## src/rtl/instr_fetch_stage_if.sv

```systemverilog
// Fetch-stage bundle: instruction-memory port, redirect input and the
// valid/ready hand-off towards the decoder.
interface instr_fetch_stage_if #(
  parameter int unsigned ADDR_W  = 8,
  parameter int unsigned INSTR_W = 32
);
  logic               fetch_en_in;
  logic [ADDR_W-1:0]  imem_addr_out;
  logic [INSTR_W-1:0] imem_data_in;
  logic               redirect_in;
  logic [ADDR_W-1:0]  redirect_addr_in;
  logic               instr_valid_out;
  logic               instr_ready_in;
  logic [INSTR_W-1:0] instr_out;
  logic [ADDR_W-1:0]  instr_pc_out;
  logic [ADDR_W-1:0]  r15_out;

  // master: the fetch stage itself
  modport master (
    input  fetch_en_in, imem_data_in, redirect_in, redirect_addr_in, instr_ready_in,
    output imem_addr_out, instr_valid_out, instr_out, instr_pc_out, r15_out
  );

  // slave: memory / execute / decoder side
  modport slave (
    output fetch_en_in, imem_data_in, redirect_in, redirect_addr_in, instr_ready_in,
    input  imem_addr_out, instr_valid_out, instr_out, instr_pc_out, r15_out
  );
endinterface

```

## src/rtl/instr_fetch_stage.sv

```systemverilog
// Fetch stage: owns the PC, fetches one word per cycle into a small FIFO and
// hands words to the decoder; execute redirects flush the FIFO and reload the PC.
module instr_fetch_stage #(
  parameter int unsigned ADDR_W   = 8,
  parameter int unsigned INSTR_W  = 32,
  parameter int unsigned PC_STEP  = 4,
  parameter int unsigned RESET_PC = 0,
  parameter int unsigned DEPTH    = 2
) (
  input logic                 clk_in,
  input logic                 rst_n_in,
  instr_fetch_stage_if.master bus
);
  localparam int unsigned PTR_W = $clog2(DEPTH);
  localparam int unsigned CNT_W = PTR_W + 1;

  typedef enum logic [1:0] {ST_IDLE, ST_FETCH, ST_FULL} state_t;

  typedef struct packed {
    logic [INSTR_W-1:0] instr;
    logic [ADDR_W-1:0]  pc;
  } entry_t;

  state_t             state_q, state_d;
  entry_t             mem_q [DEPTH];
  entry_t             mem_d [DEPTH];
  logic [PTR_W-1:0]   rd_ptr_q, rd_ptr_d;
  logic [PTR_W-1:0]   wr_ptr_q, wr_ptr_d;
  logic [CNT_W-1:0]   count_q, count_d;
  logic [ADDR_W-1:0]  fetch_pc_q, fetch_pc_d;
  logic               full, pop, push;
  logic [1:0]         redirect_lsb_unused;

  assign redirect_lsb_unused = bus.redirect_addr_in[1:0];

  always_comb begin
    mem_d      = mem_q;
    rd_ptr_d   = rd_ptr_q;
    wr_ptr_d   = wr_ptr_q;
    count_d    = count_q;
    fetch_pc_d = fetch_pc_q;
    state_d    = state_q;

    full = (state_q == ST_FULL) || (count_q == CNT_W'(DEPTH));
    pop  = (count_q != '0) && bus.instr_ready_in;
    push = bus.fetch_en_in && !bus.redirect_in && (!full || pop);

    if (bus.redirect_in) begin
      // A same-cycle pop is consumed by the decoder; everything else is discarded.
      count_d    = '0;
      rd_ptr_d   = '0;
      wr_ptr_d   = '0;
      fetch_pc_d = {bus.redirect_addr_in[ADDR_W-1:2], 2'b00};
    end else begin
      if (push) begin
        mem_d[wr_ptr_q] = '{instr: bus.imem_data_in, pc: fetch_pc_q};
        wr_ptr_d        = wr_ptr_q + PTR_W'(1);
        fetch_pc_d      = fetch_pc_q + ADDR_W'(PC_STEP);
      end
      if (pop) begin
        rd_ptr_d = rd_ptr_q + PTR_W'(1);
      end
      if (push && !pop) begin
        count_d = count_q + CNT_W'(1);
      end else if (pop && !push) begin
        count_d = count_q - CNT_W'(1);
      end
    end

    if (!bus.fetch_en_in) begin
      state_d = ST_IDLE;
    end else if (count_d == CNT_W'(DEPTH)) begin
      state_d = ST_FULL;
    end else begin
      state_d = ST_FETCH;
    end
  end

  always_ff @(posedge clk_in) begin
    if (!rst_n_in) begin
      state_q    <= ST_IDLE;
      rd_ptr_q   <= '0;
      wr_ptr_q   <= '0;
      count_q    <= '0;
      fetch_pc_q <= ADDR_W'(RESET_PC);
    end else begin
      state_q    <= state_d;
      rd_ptr_q   <= rd_ptr_d;
      wr_ptr_q   <= wr_ptr_d;
      count_q    <= count_d;
      fetch_pc_q <= fetch_pc_d;
    end
  end

  // Storage needs no reset: outputs are gated by count_q.
  always_ff @(posedge clk_in) begin
    mem_q <= mem_d;
  end

  assign bus.imem_addr_out   = fetch_pc_q;
  assign bus.instr_valid_out = (count_q != '0);
  assign bus.instr_out       = bus.instr_valid_out ? mem_q[rd_ptr_q].instr : '0;
  assign bus.instr_pc_out    = bus.instr_valid_out ? mem_q[rd_ptr_q].pc    : '0;
  assign bus.r15_out         = bus.instr_pc_out + ADDR_W'(8);
endmodule

```

## src/flat_wrapper.sv

```systemverilog
// flat-port wrapper written by rule: the top's interface ports become plain ports
module instr_fetch_stage_flat 
#(
  parameter int unsigned ADDR_W   = 8,
  parameter int unsigned INSTR_W  = 32,
  parameter int unsigned PC_STEP  = 4,
  parameter int unsigned RESET_PC = 0,
  parameter int unsigned DEPTH    = 2
)
  (clk_in, rst_n_in, bus_fetch_en_in, bus_imem_data_in, bus_redirect_in, bus_redirect_addr_in, bus_instr_ready_in, bus_imem_addr_out, bus_instr_valid_out, bus_instr_out, bus_instr_pc_out, bus_r15_out);
  instr_fetch_stage_if #(.ADDR_W(ADDR_W), .INSTR_W(INSTR_W)) bus_i ();
  input logic clk_in;
  input logic rst_n_in;
  input wire logic [$bits(bus_i.fetch_en_in)-1:0] bus_fetch_en_in;
  input wire logic [$bits(bus_i.imem_data_in)-1:0] bus_imem_data_in;
  input wire logic [$bits(bus_i.redirect_in)-1:0] bus_redirect_in;
  input wire logic [$bits(bus_i.redirect_addr_in)-1:0] bus_redirect_addr_in;
  input wire logic [$bits(bus_i.instr_ready_in)-1:0] bus_instr_ready_in;
  output wire logic [$bits(bus_i.imem_addr_out)-1:0] bus_imem_addr_out;
  output wire logic [$bits(bus_i.instr_valid_out)-1:0] bus_instr_valid_out;
  output wire logic [$bits(bus_i.instr_out)-1:0] bus_instr_out;
  output wire logic [$bits(bus_i.instr_pc_out)-1:0] bus_instr_pc_out;
  output wire logic [$bits(bus_i.r15_out)-1:0] bus_r15_out;
  assign bus_i.fetch_en_in = bus_fetch_en_in;
  assign bus_i.imem_data_in = bus_imem_data_in;
  assign bus_i.redirect_in = bus_redirect_in;
  assign bus_i.redirect_addr_in = bus_redirect_addr_in;
  assign bus_i.instr_ready_in = bus_instr_ready_in;
  assign bus_imem_addr_out = bus_i.imem_addr_out;
  assign bus_instr_valid_out = bus_i.instr_valid_out;
  assign bus_instr_out = bus_i.instr_out;
  assign bus_instr_pc_out = bus_i.instr_pc_out;
  assign bus_r15_out = bus_i.r15_out;
  instr_fetch_stage #(.ADDR_W(ADDR_W), .INSTR_W(INSTR_W), .PC_STEP(PC_STEP), .RESET_PC(RESET_PC), .DEPTH(DEPTH)) u_core (.clk_in(clk_in), .rst_n_in(rst_n_in), .bus(bus_i));
endmodule
```

## config.mk

```make
export PLATFORM = sky130hd
export DESIGN_NAME = instr_fetch_stage_flat
export DESIGN_NICKNAME = d
export VERILOG_FILES = /design/src/rtl/instr_fetch_stage_if.sv /design/src/rtl/instr_fetch_stage.sv /design/src/flat_wrapper.sv
export SDC_FILE = /design/constraint.sdc
export NUM_CORES = 1
export LEC_CHECK = 0
export CAP_MARGIN = 5
export CELL_PAD_IN_SITES_DETAIL_PLACEMENT = 0
export CELL_PAD_IN_SITES_GLOBAL_PLACEMENT = 1
export CORE_UTILIZATION = 38
export CTS_BUF_LIST = sky130_fd_sc_hd__clkbuf_16
export DETAILED_ROUTE_END_ITERATION = 6
export PLACE_DENSITY_LB_ADDON = 0.15
export SLEW_MARGIN = 5
export SYNTH_ARGS = -nofsm -noshare
export SYNTH_HDL_FRONTEND = slang
export SYNTH_SLANG_ARGS = --single-unit
```

## constraint.sdc

```tcl
create_clock -name clk_in -period 6.21 [get_ports clk_in]
set_input_delay 1.242 -clock clk_in [delete_from_list [all_inputs] [get_ports clk_in]]
set_output_delay 1.242 -clock clk_in [all_outputs]
set_load 0.01 [all_outputs]
```

==> metrics.log, run 1 <==
INFO  metric wire_per_inst = ~14 um
INFO  metric maxSlewViolCount = 0
INFO  metric minimum_clock_period = slightly above 4 ns
INFO  metric yosys_reg_bits = slightly below 90
INFO  metric regToRegSetupSlack = 3.64 ns
INFO  metric die_span_in_x = ~100 um
INFO  metric fp-row-count = 35
INFO  metric flow.area_growth_from_synthesis = 36.3%
INFO  metric portBuffers = 93
INFO  metric post-cts-setup-buffers = 0
INFO  metric endpoint_kind_of_the_worst_setup_timing_path = output pin
INFO  metric synth_top_flop_cell = sky130_fd_sc_hd__edfxtp_1
INFO  metric route.detailed.drc = 0
INFO  metric seq_area_frac_synth = 0.696
INFO  metric clock_share_of_power = 0.368
INFO  metric power_report.internal_total = 1.02 mW
INFO  metric crit_path_max_fanout = 41
INFO  metric crit_family = adder cells
INFO  metric gpl.final_weighted_congestion = 0.723
INFO  metric ir_worst_vdd = roughly 0.12 mV
INFO  metric yosys_warnings = 0
INFO  metric critical_path.endpoint = bus_r15_out[7]
INFO  metric rr_startpoint = u_core.count_q[1]$_SDFF_PN0_
INFO  metric i_o_pin_count = roughly 100
INFO  metric ys_async_sr_fraction = 0
INFO  metric leakagePower = 1.62 nW
INFO  metric cp.buffers_inverters = 2
INFO  metric finalHoldViolations = 0
INFO  metric hpwl = around 4300 um
INFO  metric syn-cell-area = roughly 3600 sq um
INFO  metric finalSetupViolCount = 0
INFO  metric ff_to_ff_end = u_core.mem_q[38]$_DFFE_PP_
INFO  metric core-area = slightly above 9000 sq um
INFO  metric cts_tree = yes
INFO  metric relSlewSlack = 0.426
INFO  metric grt_start_max_net_pins = 42
INFO  metric cts_inserted_buffers = 9
INFO  metric cts.hold.buffers_added = 0
INFO  metric detail_route.iter0.violations = 79
INFO  metric drv.max_cap_violation_count = 0
INFO  metric timing.critical_path.cells = inv_1, ha_2, nor2_1, ha_1, nand3_1, xnor2_1, clkdlybuf4s50_1
INFO  metric fin_setup_tns = 0 ns
INFO  metric dp.cells = around 460
INFO  metric global_route.usage.total = 0.148
INFO  metric power_switching_share = 0.227
INFO  metric clock_insertion_delay_worst_skew = 0.33 ns
INFO  metric layout_worst_path_cycle_share = 0.667
INFO  metric die_area = 9930 sq um
INFO  metric fmax = ~0.24 GHz
INFO  metric power.density = around 270 nW/um^2
INFO  metric share_seq_of_total_power = 0.514
INFO  metric antenna-diode-count = 0
INFO  metric combinationalPowerShare = 0.118
INFO  metric post_syn_area_per_cell = between 10 and 15 sq um
INFO  metric postCtsResizedCells = 0
INFO  metric timing.hold.worst.class = flop to flop
INFO  metric cpMaxStageDelayCell = sky130_fd_sc_hd__ha_2
INFO  metric clock_skew = 0.00773 ns
INFO  metric slew_worst_pin = between 0.8 and 0.9 ns
INFO  metric grt_antenna_before_repair = 0
INFO  metric vias_per_cell = ~4.7
INFO  metric fin_cells = between 400 and 500
INFO  metric die_h = about 100 um
INFO  metric rsz0062_at_grt = no
INFO  metric timing.critical_path.arrival = roughly 2.9 ns
INFO  metric num-nets-final = 394
INFO  metric crit_start = u_core.count_q[1]$_SDFF_PN0_
INFO  metric worst_path_largest_cell_delay = around 0.75 ns
INFO  metric htree_levels = 3
INFO  metric critical_path_class = flop to output pin
INFO  metric synth-edff-count = 76
INFO  metric netlist-cell-type-count = 39
INFO  metric cp_num_cells = 7
INFO  metric clock-root-buffer = sky130_fd_sc_hd__clkbuf_16
INFO  metric route.vias.total = ~2,200
INFO  metric cts.sinks = roughly 90
INFO  metric detail_route.first_pass.iterations = 4
INFO  metric grt_remaining_overflow = 0
INFO  metric final_layout_size_suffix_gt1_frac = 0.0743
INFO  metric p_sw = 301 uW
INFO  metric result_of_the_run = finished clean
INFO  metric worst_setup_hold_path_clk_slew = around 0.070 ns
INFO  metric reg2regPathDepth = 6
INFO  metric cts_max_path_buffers = 2
INFO  metric grt_first_pass_wirelength = 10,900 um
INFO  metric setup.worst_path.start_class = flop
INFO  metric detail-route-antenna-nets = 0
INFO  metric initial_utilization = 0.392
INFO  metric wl = ~6900 um
INFO  metric synthCells = between 200 and 300
INFO  metric power.total = ~1.3 mW
INFO  metric vias_in_the_first_global_route = about 2,200
INFO  metric critical_path_required = between 4 and 5 ns
## state kept, by name (all words and copies together), names as in the netlist
signal and count:
u_core.bus.imem_addr_out 6, u_core.state_q 2, u_core.rd_ptr_q 1, u_core.count_q 2, u_core.wr_ptr_q 1, u_core.mem_q 76
## per-stage QoR
step | instance area (sq um) | hold slack (ns) | worst slack (ns) | util
final | 4940 | 0.517 | 2.07 | 0.535
after global routing | 4940 | 0.533 | 1.82 | 0.535
after CTS | 4940 | 0.523 | 1.95 | 0.535
after detailed placement | 4670 | 0.503 | 2.34 | 0.505
after global placement | 4670 | 0.497 | 2.35 | 0.505
after floorplan | 3640 | 0.483 | 1.22 | -
## cells by family (layout without fill, tap and decap cells)
family	after synthesis	count (layout)	synth area share
flip-flops	88	88	0.696
buffers and inverters	24	118	0.0345
AO/OA/AOI/OAI	17	17	0.0321
AND/OR/NAND/NOR	71	71	0.0973
multiplexers	40	40	0.111
XOR/XNOR	6	6	0.0145
other	1	6	0.00103
adder cells (fa/ha/maj)	4	4	0.0138
## layout make-up
class,instances,area [sq um]
clock inverters,7,47.5
inverters,6,22.5
fillers,814,4300
well taps,129,161
clock buffers,9,225
repair buffers,96,953
flip-flops and latches,88,2520
multi-input cells,144,1010
## how the worst min path moves through the flow
| stage | startpoint | cells past startpoint | to |
|---|---|---|---|
| after global routing | u_core.bus.imem_addr_out[7]$_SDFFE_PN0P_ | 0 | u_core.mem_q[47]$_DFFE_PP_ |
| after detailed placement | u_core.bus.imem_addr_out[7]$_SDFFE_PN0P_ | 0 | u_core.mem_q[47]$_DFFE_PP_ |
| after floorplan | u_core.count_q[1]$_SDFF_PN0_ | 2 | u_core.count_q[1]$_SDFF_PN0_ |
| after global placement | u_core.count_q[1]$_SDFF_PN0_ | 2 | u_core.count_q[1]$_SDFF_PN0_ |
| final | u_core.bus.imem_addr_out[7]$_SDFFE_PN0P_ | 0 | u_core.mem_q[47]$_DFFE_PP_ |
| after CTS | u_core.bus.imem_addr_out[7]$_SDFFE_PN0P_ | 0 | u_core.mem_q[7]$_DFFE_PP_ |
## synth_stat cells (3+ instances only)
cell | n | area (sq um)
sky130_fd_sc_hd__o21ai_0 | 6 | 30.0
sky130_fd_sc_hd__buf_2 | 4 | 20.0
sky130_fd_sc_hd__xnor2_1 | 3 | 26.3
sky130_fd_sc_hd__nand3_1 | 5 | 25.0
sky130_fd_sc_hd__nor2_1 | 43 | 161
sky130_fd_sc_hd__nor3_1 | 3 | 15.0
sky130_fd_sc_hd__clkbuf_1 | 4 | 15.0
sky130_fd_sc_hd__edfxtp_1 | 76 | 2280
sky130_fd_sc_hd__nand4_1 | 3 | 18.8
sky130_fd_sc_hd__mux2i_1 | 39 | 390
sky130_fd_sc_hd__inv_1 | 6 | 22.5
sky130_fd_sc_hd__nor3b_1 | 3 | 22.5
sky130_fd_sc_hd__xor2_1 | 3 | 26.3
sky130_fd_sc_hd__buf_4 | 8 | 60.1
sky130_fd_sc_hd__ha_1 | 4 | 50.1
sky130_fd_sc_hd__dfxtp_1 | 12 | 240
## layout by cell type (no fill, tap or decap), drive strengths merged, types with 2 or more instances in the layout
| cell type | instances |
|---|---|
| conb | 6 |
| buf | 3 |
| dfxtp | 12 |
| a21oi | 2 |
| nor3b | 3 |
| nand2b | 2 |
| xor2 | 3 |
| xnor2 | 3 |
| clkbuf | 9 |
| nor3 | 3 |
| edfxtp | 76 |
| nor2 | 43 |
| nand3 | 5 |
| clkdlybuf4s50 | 93 |
| nor2b | 2 |
| inv | 8 |
| nand2 | 2 |
| or4 | 2 |
| ha | 4 |
| clkinv | 2 |
| clkinvlp | 3 |
| mux2i | 39 |
| a31oi | 2 |
| nand4 | 3 |
| o21ai | 6 |
## per-layer routing
layer,global-route usage,vias up,share of wire
li1,-,1101,-
met1,0.185,1073,0.46
met2,0.246,63,0.49
met3,0.0387,7,0.042
met4,0.0543,0,0.0099
met5,0,-,0
## power by group through the flow
stage	registers (mW)	logic, mW	clock network, mW
2_1_floorplan	0.693	0.0740	0
3_3_place_gp	0.692	0.158	0
3_5_place_dp	0.693	0.159	0
4_1_cts	0.680	0.160	0.499
5_1_grt	0.683	0.172	0.526
6_report	0.680	0.157	0.487
No activity file was read; power rests on OpenSTA's default activity.
==> inputs of run 2 (changes only) <==
CORE_UTILIZATION = 34   (was 38)
clock period = 3.72 ns   (was 6.21 ns; I/O delays follow)
==> run 2 against run 1 <==
Critical path depth up 1; global-route usage down 1.1 points; sequential cell count unchanged; non-clock buffer count up 3; critical endpoint unchanged; final area up 1.6%; largest power group unchanged; clock power up 82%; core utilization down 4.8 points; sequential power up 68%; combinational power up 73%; setup slack worse by 1.6 ns; register-to-register slack worse by 2.4 ns; clock skew down 0.0021 ns.
==> metrics.log, run 2 (synthesized netlist as in run 1, its figures left out) <==
INFO  metric layout_worst_path_cycle_share = 0.879
INFO  metric die_span_in_x = approximately 110 um
INFO  metric crit_path_max_fanout = 14
INFO  metric finalInstanceArea = roughly 5000 sq um
INFO  metric cts.sinks = between 80 and 90
INFO  metric grt_remaining_overflow = 0
INFO  metric critical_path_class = flop to output pin
INFO  metric wire_per_inst = roughly 15 um
INFO  metric timing.hold.worst.class = flop to flop
INFO  metric cts_tree = yes
INFO  metric timing.critical_path.arrival = ~2.5 ns
INFO  metric die_area = 11,100 sq um
INFO  metric drv.max_cap_violation_count = 0
INFO  metric flow.area_growth_from_synthesis = 38.6%
INFO  metric mostFrequentLayoutCell = sky130_fd_sc_hd__clkdlybuf4s50_1
INFO  metric minimum_clock_period = 3.27 ns
INFO  metric global_route.usage.total = 0.137
INFO  metric grt_antenna_before_repair = 0
INFO  metric regToRegSetupSlack = between 1 and 1.5 ns
INFO  metric cts_inserted_buffers = 9
INFO  metric grt_first_pass_wirelength = 11,400 um
INFO  metric finalHoldViolations = 0
INFO  metric wl = 7320 um
INFO  metric relSlewSlack = 0.609
INFO  metric num-nets-final = 397
INFO  metric vias_in_the_first_global_route = around 2,200
INFO  metric htree_levels = 3
INFO  metric cts.hold.buffers_added = 0
INFO  metric detail_route.iter0.violations = 74
INFO  metric hpwl = 4800 um
INFO  metric worst_path_largest_cell_delay = approximately 0.58 ns
INFO  metric ir_worst_vdd = about 0.19 mV
INFO  metric top_register = u_core.mem_q
INFO  metric route.detailed.drc = 0
INFO  metric fp-row-count = 37
INFO  metric worst_setup_hold_path_clk_slew = approximately 0.06 ns
INFO  metric fin_setup_tns = 0 ns
INFO  metric detail-route-antenna-nets = 0
INFO  metric core-area = just over 10,000 sq um
INFO  metric endpoint_kind_of_the_worst_setup_timing_path = output pin
INFO  metric post-cts-setup-buffers = 0
INFO  metric grt_start_max_net_pins = 39
INFO  metric maxSlewViolCount = 0
INFO  metric timing.critical_path.cells = inv_1, ha_2, buf_4, nor2_1, ha_1, nand3_1, xnor2_1, clkdlybuf4s50_1
INFO  metric final_layout_size_suffix_gt1_frac = 0.0850
INFO  metric postCtsResizedCells = 0
INFO  metric filler_cell_count = between 900 and 1,000
INFO  metric initial_utilization = 0.351
INFO  metric finalCoreUtilization = 0.486
INFO  metric clock_skew = approximately 0.0056 ns
INFO  metric fmax = between 0.3 and 0.4 GHz
INFO  metric critical_path_required = around 3.0 ns
INFO  metric gpl.final_weighted_congestion = ~0.75
INFO  metric placed_area = between 4000 and 5000 sq um
INFO  metric portBuffers = 93
INFO  metric route.vias.total = approximately 2,200
INFO  metric flip_flop_count_of_the_largest_register_all_copies_and_words_added = 76
INFO  metric clock-root-buffer = sky130_fd_sc_hd__clkbuf_16
INFO  metric crit_family = buffers and inverters
INFO  metric finalSetupViolCount = 0
INFO  metric rsz0062_at_grt = no
INFO  metric cpMaxStageDelayCell = sky130_fd_sc_hd__clkdlybuf4s50_1
INFO  metric antenna-diode-count = 0
INFO  metric cts_max_path_buffers = 2
INFO  metric die_h = roughly 110 um
INFO  metric setup.worst_path.start_class = flop
INFO  metric power.density = 456 nW/um^2
INFO  metric leakagePower = about 1.7 nW
INFO  metric cp.buffers_inverters = 3
INFO  metric detail_route.first_pass.iterations = 4
INFO  metric clock_insertion_delay_worst_skew = 0.33 ns
INFO  metric vias_per_cell = 4.58
INFO  metric mostFrequentLayoutCells = 93 x sky130_fd_sc_hd__clkdlybuf4s50_1, 76 x sky130_fd_sc_hd__edfxtp_1, 43 x sky130_fd_sc_hd__nor2_1, 39 x sky130_fd_sc_hd__mux2i_1, 11 x sky130_fd_sc_hd__dfxtp_1
INFO  metric slew_worst_pin = a little under 0.6 ns
INFO  metric i_o_pin_count = 102
INFO  metric result_of_the_run = finished clean
[run 2: changes by cell type in the layout (fill, tap and decap cells not counted)]
cell	previous run	this run
sky130_fd_sc_hd__buf_4	3	5
sky130_fd_sc_hd__nor3b_4	0	1
sky130_fd_sc_hd__bufinv_16	0	1
sky130_fd_sc_hd__buf_12	0	1
sky130_fd_sc_hd__clkinv_2	0	1
sky130_fd_sc_hd__clkinvlp_4	3	2
sky130_fd_sc_hd__inv_6	1	2
sky130_fd_sc_hd__nor3_2	1	0
sky130_fd_sc_hd__clkinv_4	1	0
sky130_fd_sc_hd__nor3b_2	1	0
sky130_fd_sc_hd__clkinv_1	1	0
sky130_fd_sc_hd__nor3_4	0	1
[run 2: layout make-up]
class	instances	area (sq um)	area share
repair buffers	99	988	0.197
inverters	6	22.5	0.00448
multi-input cells	144	1020	0.203
clock inverters	7	71.3	0.0142
flip-flops and latches	88	2520	0.502
clock buffers	9	225	0.0448
well taps	136	170	0.0339
[run 2: worst register-to-register path, delay by kind of cell (launching register included)]
family | cells | cell delay, ns
AO/OA/AOI/OAI | 1 | 0.22
adder cells (fa/ha/maj) | 1 | 0.27
buffers and inverters | 3 | 0.59
flip-flops | 1 | 0.38
AND/OR/NAND/NOR | 2 | 0.72
[run 2: path summary, 6_finish.rpt]
| path | from | to | depth (start not counted) |
|---|---|---|---|
| worst min register to register | u_core.count_q[1]$_SDFF_PN0_ | u_core.count_q[1]$_SDFF_PN0_ | 2 |
| worst max-delay path | u_core.count_q[0]$_SDFF_PN0_ | bus_r15_out[7] | 8 |
| worst min-delay path | u_core.count_q[1]$_SDFF_PN0_ | u_core.count_q[1]$_SDFF_PN0_ | 2 |
| worst max register to register | u_core.count_q[0]$_SDFF_PN0_ | u_core.mem_q[18]$_DFFE_PP_ | 7 |
[run 2: metrics by stage]
| step | setup slack [ns] | cells | hold WS [ns] | power (mW) |
|---|---|---|---|---|
| floorplan | 0.579 | 256 | 0.483 | 1.28 |
| global placement | 0.785 | 473 | 0.498 | 1.43 |
| detailed placement | 0.772 | 473 | 0.517 | 1.43 |
| CTS | 0.394 | 489 | 0.528 | 2.32 |
| global route | 0.249 | 489 | 0.543 | 2.38 |
| finish | 0.449 | 489 | 0.523 | 2.29 |
[run 2: report_power, final]
part / switching [mW] / internal [mW] / leakage (nW)
Clock: 0.364 / 0.521 / 0.144
Combinational: 0.128 / 0.144 / 0.719
Sequential: 0.0181 / 1.12 / 0.800
Total: 0.510 / 1.78 / 1.66
[run 2: per-layer routing]
metal / GRT usage / wire length, um / vias to the layer above
li1: - / - / 1107
met1: 0.163 / 3250 / 1062
met2: 0.231 / 3610 / 60
met3: 0.0353 / 345 / 9
met4: 0.0664 / 120 / 0
met5: 0 / 0 / -
